--- config.mk ---
export PLATFORM = sky130hd
export DESIGN_NAME = id_ex_pipe_reg
export DESIGN_NICKNAME = d
export VERILOG_FILES = /design/src/rtl/id_ex_pipe_reg.sv
export SDC_FILE = /design/constraint.sdc
export NUM_CORES = 1
export LEC_CHECK = 0
export BUFFER_PORTS_ARGS = -buffer_cell sky130_fd_sc_hd__buf_2
export CAP_MARGIN = 15
export CORE_MARGIN = 1.5
export CORE_UTILIZATION = 50
export CTS_BUF_LIST = sky130_fd_sc_hd__clkbuf_16
export CTS_CLUSTER_SIZE = 16
export DETAILED_ROUTE_END_ITERATION = 10
export GPL_ROUTABILITY_DRIVEN = 1
export MAX_ROUTING_LAYER = met4
export PLACE_DENSITY = 0.95
export SETUP_SLACK_MARGIN = 0.15
export SYNTH_ARGS = -nofsm -noshare
export SYNTH_HDL_FRONTEND = slang
export SYNTH_SLANG_ARGS = --single-unit
--- constraint.sdc ---
create_clock -name clk -period 7 [get_ports clk]
set_input_delay 1.05 -clock clk [delete_from_list [all_inputs] [get_ports clk]]
set_output_delay 1.05 -clock clk [all_outputs]
set_load 0.01 [all_outputs]
--- src/rtl/id_ex_pipe_reg.sv ---
// ID/EX pipeline register: valid/stall/flush control, immediate extension,
// load-use hazard detection and a saturating count of inserted bubbles.
module id_ex_pipe_reg #(
  parameter int DATA_W = 32,
  parameter int CTRL_W = 7,
  parameter int CNT_W  = 16
) (
  input  logic              clk,
  input  logic              rst,
  input  logic              stall,
  input  logic              flush,
  input  logic              id_valid,
  input  logic [CTRL_W-1:0] id_ctrl,
  input  logic [DATA_W-1:0] id_rs_data,
  input  logic [DATA_W-1:0] id_rt_data,
  input  logic [25:0]       id_instr,
  input  logic              id_imm_sext,
  output logic              ex_valid,
  output logic [CTRL_W-1:0] ex_ctrl,
  output logic [DATA_W-1:0] ex_rs_data,
  output logic [DATA_W-1:0] ex_rt_data,
  output logic [DATA_W-1:0] ex_imm,
  output logic [4:0]        ex_rs_addr,
  output logic [4:0]        ex_rt_addr,
  output logic [4:0]        ex_rd_addr,
  output logic              load_use_hazard,
  output logic [CNT_W-1:0]  bubble_count
);

  logic [DATA_W-1:0] imm_ext;

  always_comb begin
    imm_ext = {{(DATA_W-16){id_imm_sext & id_instr[15]}}, id_instr[15:0]};
  end

  always_ff @(posedge clk or posedge rst) begin
    if (rst) begin
      ex_valid   <= 1'b0;
      ex_ctrl    <= '0;
      ex_rs_data <= '0;
      ex_rt_data <= '0;
      ex_imm     <= '0;
      ex_rs_addr <= '0;
      ex_rt_addr <= '0;
      ex_rd_addr <= '0;
    end else if (flush) begin
      ex_valid   <= 1'b0;
      ex_ctrl    <= '0;
      ex_rs_data <= '0;
      ex_rt_data <= '0;
      ex_imm     <= '0;
      ex_rs_addr <= '0;
      ex_rt_addr <= '0;
      ex_rd_addr <= '0;
    end else if (!stall) begin
      ex_valid   <= id_valid;
      // An invalid slot must never carry write enables into EX.
      ex_ctrl    <= id_valid ? id_ctrl : '0;
      ex_rs_data <= id_rs_data;
      ex_rt_data <= id_rt_data;
      ex_imm     <= imm_ext;
      ex_rs_addr <= id_instr[25:21];
      ex_rt_addr <= id_instr[20:16];
      ex_rd_addr <= id_instr[15:11];
    end
  end

  always_ff @(posedge clk or posedge rst) begin
    if (rst) begin
      bubble_count <= '0;
    end else if (flush && (bubble_count != '1)) begin
      bubble_count <= bubble_count + CNT_W'(1);
    end
  end

  always_comb begin
    load_use_hazard = ex_valid && ex_ctrl[2] && (ex_rt_addr != 5'd0) &&
                      ((ex_rt_addr == id_instr[25:21]) ||
                       (ex_rt_addr == id_instr[20:16]));
  end

endmodule

# --- Word-level counts from Yosys, hierarchy flattened ---
# Index checks and enable logic that the tools add are counted.
totals:
  ff_bits: 135
  elab_cells: 38
  in_bits: 103
  output_inout_bits: 136
op_classes:
  n_reduce_logical: 6
  n_addsub: 1
  mux: 17
  n_bitwise: 1
  n_eq_ne: 4
ops:
  columns: ["operator", "count"]
  rows:
  - ["$mux W32", 6]
  - ["$mux W5", 6]
  - ["$mux W7", 3]
  - ["$add A16 B1 Y16 const B", 1]
  - ["$ne A16 B16 Y1 const B", 1]
  - ["$eq A5 B5 Y1", 2]
  - ["$reduce_bool A5 Y1", 1]
  - ["$logic_and A1 B1 Y1", 4]
  - ["$mux W1", 2]
  - ["$ne A2 B1 Y1 const B", 1]
  - ["$and A1 B1 Y1", 1]
  - ["$logic_or A1 B1 Y1", 1]

# --- Logic depth before layout (Yosys ltp) ---
# Gate-level depths: netlist (run 1).
depth:
  depth_word: 3
  ltp_mapped: 6
  mapped_depth_nobuf: 5

# --- Worst setup path after synthesis (run 1) ---
# No wires, ideal clock.
synth_timing:
  kind: "input-to-output"
  from: "input port id_instr[23]"
  to: "output port load_use_hazard"
  t_arrival_ps: 1665
  path_buffers: 0
  required_ps: 5950
  slack_ps: 4285
  stages: 4
  path_cell_list: "xor2_1 nor3_1 nand3_1 a21oi_1"
synth_via:
  elab_chain_cells: 3
synth_rtl:
  columns: ["item", "line_no", "text"]
  rows:
  - ["from (decl)", "16", "input logic [25:0] id_instr,"]
  - ["$eq A5 B5 Y1", "78", "((ex_rt_addr == id_instr[25:21]) ||"]
  - ["$logic_or A1 B1 Y1", "78", null]
  - ["$logic_and A1 B1 Y1", "77", "load_use_hazard = ex_valid && ex_ctrl[2] && (ex_rt_addr != 5'd0) &&"]
  - ["to (decl)", "26", "output logic load_use_hazard,"]
# No other way between the ends.

# --- Worst setup path in the final report (run 1) ---
layout_timing:
  from: "input port id_instr[18]"
  to: "output port load_use_hazard"
layout_via:
  elab_chain_cells: 3
layout_rtl:
  columns: ["item", "line_no", "text"]
  rows:
  - ["$eq A5 B5 Y1", "79", "(ex_rt_addr == id_instr[20:16]));"]
  - ["$logic_or A1 B1 Y1", "78", null]
  - ["$logic_and A1 B1 Y1", "77", null]
# No other way between the ends.

==> metrics.md, run 1 <==
| Metric | Value |
|---|---|
| Chip Height | 103 um |
| Post-CTS Setup Bufs | 0 |
| PD cells | 282 nW/um^2 |
| First-pass iteration count of the detailed router | 4 |
| WHS | 0.506 ns |
| Pin count of the biggest net entering global routing | 107 |
| DRC errors left | 0 |
| Starting Density | 0.514 |
| Largest stage delay on the critical path | 0.22 ns |
| HP Class | flip-flop to flip-flop |
| Detail Route Antenna Nets | 0 |
| DR iter-0 viols | 112 |
| Slew @ Worst Pin | 1.06 ns |
| Fin. max-slew vios | 0 |
| Nets@finish | 760 |
| Peak supply drop | 224 uV |
| Synthesized area per cell | 11.4 um^2 |
| Fraction of post-synthesis cell area in the top cell type by area | 0.573 |
| Setup_tns | 0 ns |
| Max-slew headroom | 0.290 |
| Crit start category | input port |
| Synth area leader | dfrtp_1 |
| Chip width | 103 um |
| Fmax achieved | 335 MHz |
| Syn. warnings | 0 |
| Synth area leaders | dfrtp_1 57%, mux2i_1 18%, nor2_1 8.0% |
| Worst path slowest cell | nor3_1 |
| P_leak | 3.83 nW |
| Top_reg_cell synth | dfrtp_1 |
| Max-cap viol count | 0 |
| Post-synth EDFFs | 0 |
| CP max FO | 2 |
| #FFs+latches synth | 115 |
| Core Area | 9770 um^2 |
| DIE AREA | 10700 um^2 |
| CTS tree | yes |
| RSZ-0062 raised after global routing | false |
| Most common cell in the synthesized netlist | dfrtp_1 |
| Clock period minus worst slack | 2.99 ns |
| Synthesis-to-finish area growth | 34.3% |
| Hpwl dp | 8.66 mm |
| Maximum buffer depth of the clock tree | 2 |
| H-tree Lvls | 4 |
| First-pass GRT wire length | 19.1 mm |
| Mapped Cells | 442 |
| Fill cells | 711 |
| Share of layout cells above drive strength 1 | 0.407 |
| Routed wire length | 12.4 mm |
| Final Cycle Share | 0.427 |
| Post_cts resized | 0 |
| GP Congestion | 0.888 |
| IO Pins | 239 |
| Total grt overflow | 0 |
| Row Count | 36 |
| Avg Vias per Cell | 5.12 |
| Worst-Skew Late Latency | 0.40 ns |
| Sequential share of the synthesized area | 0.573 |
| Status | finished, final reports clean |
| Mapped Area | 5020 um^2 |
| GR Util All Layers | 0.241 |
| Final setup fails | 0 |
| Initial antenna violation count | 0 |
| PortBufs | 238 |
| Critical path data arrival time | 1.94 ns |
| Routed via count | 4106 |
| Crit. End Element | output port |
| Register Area | 2880 um^2 |
| CTS Buf Count | 17 |
| Clock sink count | 115 |
| CTS clk-pin slew, worst paths | 0.05 ns |
| N_diodes | 0 |
| Post-Syn Nets | 546 |
| Cts hold-fix bufs | 0 |
| Final Hold Viols | 0 |
| Vias in the first global route | 4020 |
| CP Cell Sequence | buf_2 > xor2_1 > nor3_1 > nand3_1 > a21oi_1 > buf_2 |
| Mean routed wirelength per cell | 15.4 um |
| Asr flop ratio synth | 1.00 |
| Util after Layout | 0.690 |
| Multi-input logic area | 1890 um^2 |
| CP most frequent cell | buf_2 |
| Post-synth top cells | 115 x dfrtp_1, 107 x nor2_1, 89 x mux2i_1, 20 x buf_4, 14 x xnor2_1 |
| Setup CP Type | input port to output port |
| WP data required | 5.95 ns |
| Cell variety after synth | 30 |
| Max Clock Skew | 0.00530 ns |
| Clk root buf | clkbuf_16 |
[flip-flops by register name (all words and copies together) (netlist names)]
name          cells
ex_valid          1
ex_rs_addr        5
ex_rt_addr        5
ex_ctrl           7
ex_imm           17
ex_rt_data       32
bubble_count     16
ex_rs_data       32
[cells in the final DEF (no fill, tap or decap), types with 2 or more instances in the layout]
cell,count
nand2_1,10
nand3_1,8
buf_4,4
inv_1,3
bufinv_16,4
nand4_1,10
buf_2,236
and4_1,3
nor2b_1,2
clkinv_2,4
clkbuf_16,17
nor4_1,2
clkinv_1,2
nor2_1,107
or4_1,2
a21oi_1,10
xnor2_1,14
clkinvlp_4,2
mux2i_1,89
xor2_1,8
nor3_1,3
o21a_1,2
dfrtp_1,115
a22oi_1,2
[power by group]
group,switching [mW],internal [mW]
Sequential,0.0537,0.718
Combinational,0.145,0.119
Clock,0.284,0.585
[path summary, 6_finish.rpt]
check                      cells after the start  slack (ns)               to            start
min in group asynchronous                      2        0.77    ex_rt_data[1]              rst
max                                            6        4.01  load_use_hazard     id_instr[18]
max reg2reg                                    4        5.24  bubble_count[1]  bubble_count[0]
max in group asynchronous                      3        5.04   ex_rt_data[22]              rst
min                                            2        0.51       ex_ctrl[5]       ex_ctrl[5]
min reg2reg                                    2        0.51       ex_ctrl[5]       ex_ctrl[5]
[cell type report]
| class | instances | area share |
|---|---|---|
| well taps | 133 | 0.0247 |
| multi-input cells | 281 | 0.279 |
| repair buffers | 240 | 0.180 |
| clock inverters | 15 | 0.0258 |
| flip-flops and latches | 115 | 0.427 |
| inverters | 1 | 0.000927 |
| clock buffers | 17 | 0.0631 |
[worst max-delay path, delay by kind of cell]
family	cells	cell delay, ns
xor+xnor	1	0.14
compound gates	1	0.16
buf+inv	2	0.27
simple gates	2	0.32
[per-stage QoR]
step	instances	worst slack (ns)	total power, mW	area (um^2)
final	802	4.01	1.90	6750
after global routing	802	3.90	1.98	6750
after CTS	802	3.97	1.92	6750
after detailed placement	770	3.91	1.04	6150
after global placement	770	4.02	1.03	6150
after floorplan	442	2.91	0.930	5020
[per-layer routing]
metal	routed length, um	vias to the layer above	global-route usage
met1	4780	1996	0.267
met3	765	16	0.0578
met2	6640	185	0.422
li1	-	1909	-
met4	176	0	0.0894
met5	0	-	-
[cells by family after synthesis]
family                   share of synthesized area
buffers and inverters                       0.0518
adder cells (fa/ha/maj)                    0.00249
flip-flops                                   0.573
multiplexers                                 0.180
AND/OR/NAND/NOR                              0.130
AO/OA/AOI/OAI                               0.0249
XOR/XNOR                                    0.0384
Power figures use the tool's default switching activity.
==> inputs of run 2 (changes only) <==
--- a/config.mk
+++ b/config.mk
@@ -8,13 +8,13 @@
 export BUFFER_PORTS_ARGS = -buffer_cell sky130_fd_sc_hd__buf_2
 export CAP_MARGIN = 15
 export CORE_MARGIN = 1.5
-export CORE_UTILIZATION = 50
+export CORE_UTILIZATION = 42
 export CTS_BUF_LIST = sky130_fd_sc_hd__clkbuf_16
 export CTS_CLUSTER_SIZE = 16
 export DETAILED_ROUTE_END_ITERATION = 10
 export GPL_ROUTABILITY_DRIVEN = 1
 export MAX_ROUTING_LAYER = met4
-export PLACE_DENSITY = 0.95
+export PLACE_DENSITY = 0.86
 export SETUP_SLACK_MARGIN = 0.15
 export SYNTH_ARGS = -nofsm -noshare
 export SYNTH_HDL_FRONTEND = slang
==> constraint.sdc (replaced) <==
create_clock -name clk -period 2.6 [get_ports clk]
set_input_delay 0.39 -clock clk [delete_from_list [all_inputs] [get_ports clk]]
set_output_delay 0.39 -clock clk [all_outputs]
set_load 0.01 [all_outputs]
==> run 2 against run 1 <==
Net effect: the flow now finishes with violations (DRC); clock-buffer cell count unchanged; utilization is 10 points lower; total power increased to 2.6 times the previous value; register-to-register slack lost 4.4 ns; sequential power grew to 2.7 times the previous value; hold slack got worse by 0.34 ns; non-clock buffer count grew 3; critical path type is now flip-flop to output port; critical endpoint unchanged; largest cell class unchanged.
==> metrics.md, run 2 (synthesis gave the netlist of run 1 again) <==
| Metric | Value |
|---|---|
| Status | finished with violations (was finished, final reports clean) |
| Violated checks | DRC |
| Final Hold Viols | 0 (unchanged) |
| WP data required | 2.21 ns (was 5.95 ns) |
| Final Cycle Share | 0.807 |
| Routed wire length | 12.1 mm (was 12.4 mm) |
| Reg2reg path depth | 4 (unchanged) |
| Max Clock Skew | 0.00621 ns (was 0.00530 ns) |
| Max-slew headroom | 0.607 (was 0.290) |
| Cts hold-fix bufs | 0 (unchanged) |
| P_leak | 3.82 nW (was 3.83 nW) |
| H-tree Lvls | 4 (unchanged) |
| CP Cell Sequence | or4_1 > o211ai_1 > a21oi_1 > buf_2 (was buf_2 > xor2_1 > nor3_1 > nand3_1 > a21oi_1 > buf_2) |
| Crit. End Element | output port (unchanged) |
| Avg Vias per Cell | 4.96 (was 5.12) |
| Worst setup margin | 0.501 ns (was 4.01 ns) |
| N_diodes | 0 (unchanged) |
| Crit start category | flip-flop (was input port) |
| First-pass iteration count of the detailed router | 9 (was 4) |
| GR Util All Layers | 0.200 (was 0.241) |
| Worst Setup SP | ex_rt_addr[2] (was id_instr[18]) |
| Placed cells | 783 (was 770) |
| Clock period minus worst slack | 2.10 ns |
| Worst-Skew Late Latency | 0.40 ns (about the same) |
| First-pass GRT wire length | 19.3 mm (was 19.1 mm) |
| Detail Route Antenna Nets | 0 (unchanged) |
| DIE AREA | 12600 um^2 (was 10700 um^2) |
| Peak supply drop | 386 uV (was 224 uV) |
| Setup_tns | 0 ns (unchanged) |
| Initial antenna violation count | 0 (unchanged) |
| Clk root buf | clkbuf_16 (unchanged) |
| Clock sink count | 115 (unchanged) |
| PortBufs | 238 (unchanged) |
| CP max FO | 5 (was 2) |
| R2R Setup Slk | 0.81 ns (was 5.24 ns) |
| Worst path slowest cell | or4_1 (was nor3_1) |
| Largest stage delay on the critical path | 0.52 ns (was 0.22 ns) |
| Setup CP Type | flip-flop to output port (was input port to output port) |
| Pin count of the biggest net entering global routing | 116 (was 107) |
| DR iter-0 viols | 278 (was 112) |
| Slew @ Worst Pin | 0.584 ns (was 1.06 ns) |
| Routed via count | 4043 (was 4106) |
| Post_cts resized | 0 (unchanged) |
| Hpwl dp | 8.71 mm (was 8.66 mm) |
| Max-cap viol count | 0 (unchanged) |
| Comb power frac | 0.145 (was 0.138) |
| Int Pwr | 3.63 mW (was 1.42 mW) |
| Share of layout cells above drive strength 1 | 0.406 (was 0.407) |
| HP Class | input port to async pin (was flip-flop to flip-flop) |
| Final setup fails | 0 (unchanged) |
| Fill cells | 979 (was 711) |
| Vias in the first global route | 4016 (was 4020) |
| Maximum buffer depth of the clock tree | 2 (unchanged) |
| Chip width | 112 um (was 103 um) |
| CP endpoint | load_use_hazard (unchanged) |
| CTS clk-pin slew, worst paths | 0.05 ns (about the same) |
| R2R Path Start | bubble_count[8] (was bubble_count[0]) |
| Starting Density | 0.434 (was 0.514) |
| Largest regs | ex_rs_data: 32 flops, ex_rt_data: 32 flops, ex_imm: 17 flops (unchanged) |
| Core Area | 11600 um^2 (was 9770 um^2) |
| Clock power frac | 0.434 (was 0.457) |
| Fin cells | 815 (was 802) |
| Worst R2R End | bubble_count[14] (was bubble_count[1]) |
| Flop pwr share | 0.421 (was 0.405) |
| Chip Height | 112 um (was 103 um) |
| DRC errors left | 20 (was 0) |
| Post-CTS Setup Bufs | 0 (unchanged) |
| Fin. max-slew vios | 0 (unchanged) |
| IO Pins | 239 (unchanged) |
| Commonest cells after routing, fill and taps aside | 236 x buf_2, 115 x dfrtp_1, 107 x nor2_1 (unchanged) |
| Most common cell after layout, fill and taps aside | buf_2 (unchanged) |
| Nets@finish | 763 (was 760) |
| CTS tree | yes (unchanged) |
| GP Congestion | 0.912 (was 0.888) |
| P_sw | 1.28 mW (was 0.483 mW) |
| Row Count | 39 (was 36) |
| Critical path data arrival time | 1.71 ns (was 1.94 ns) |
| Mean routed wirelength per cell | 14.8 um (was 15.4 um) |
| Sw frac | 0.261 (was 0.253) |
| RSZ-0062 raised after global routing | false (unchanged) |
| CTS Buf Count | 17 (unchanged) |
| Fmax achieved | 476 MHz |
| PD cells | 726 nW/um^2 (was 282 nW/um^2) |
| Placement Setup Slack | 0.839 ns (was 3.91 ns) |
| Synthesis-to-finish area growth | 34.8% (was 34.3%) |
| Total grt overflow | 0 (unchanged) |
==> run 2: changes by cell type in the layout (fill, tap and decap cells not counted) <==
cell	previous run	this run
clkinv_1	2	6
clkinvlp_4	2	4
buf_12	0	3
inv_4	1	0
bufinv_16	4	2
clkinv_2	4	3
inv_1	3	1
==> run 2: critical path: cells and delay by family (launching register included) <==
kind,cells,cell delay [ns]
simple gates,1,0.52
flops,1,0.44
buf+inv,1,0.14
compound gates,2,0.22
==> run 2: layout make-up <==
| cell class | count | area, um^2 | share of cell area |
|---|---|---|---|
| multi-input combinational | 281 | 1890 | 0.279 |
| sequential | 115 | 2880 | 0.425 |
| inverter | 1 | 7.51 | 0.00111 |
| timing repair buffer | 243 | 1270 | 0.188 |
| clock buffer | 17 | 425 | 0.0628 |
| tap | 143 | 179 | 0.0264 |
| clock inverter | 15 | 124 | 0.0183 |
==> run 2: power by group through the flow <==
| stage | logic, mW | registers, mW | clock network, mW |
|---|---|---|---|
| finish | 0.713 | 2.07 | 2.13 |
| global route | 0.785 | 2.09 | 2.27 |
| CTS | 0.721 | 2.07 | 2.18 |
| detailed placement | 0.719 | 2.10 | 0 |
| global placement | 0.698 | 2.09 | 0 |
| floorplan | 0.355 | 2.15 | 0 |
==> run 2: how the worst min path moves through the flow <==
stage / to / slack (ns) / cells past startpoint
2_1_floorplan: bubble_count[15] / 0.54 / 1
3_3_place_gp: ex_ctrl[4] / 0.49 / 2
3_5_place_dp: ex_ctrl[4] / 0.50 / 2
4_1_cts: ex_rt_data[7] / 0.18 / 3
5_1_grt: ex_rt_data[18] / 0.22 / 3
6_report: bubble_count[12] / 0.17 / 3
==> run 2: routing by layer <==
metal | track usage | vias to the layer above | wire length [um]
met5 | - | - | 0
met4 | 0.0844 | 0 | 167
met3 | 0.0508 | 17 | 795
met2 | 0.337 | 192 | 6180
met1 | 0.228 | 1923 | 4930
li1 | - | 1911 | -
==> run 2: per-stage QoR <==
| step | instance area, um^2 | power (mW) | hold slack (ns) | utilization |
|---|---|---|---|---|
| finish | 6770 | 4.92 | 0.170 | 0.585 |
| floorplan | 5030 | 2.51 | 0.538 | - |
| global placement | 6220 | 2.79 | 0.493 | 0.538 |
| detailed placement | 6220 | 2.82 | 0.502 | 0.538 |
| global route | 6770 | 5.15 | 0.218 | 0.585 |
| CTS | 6770 | 4.98 | 0.179 | 0.585 |
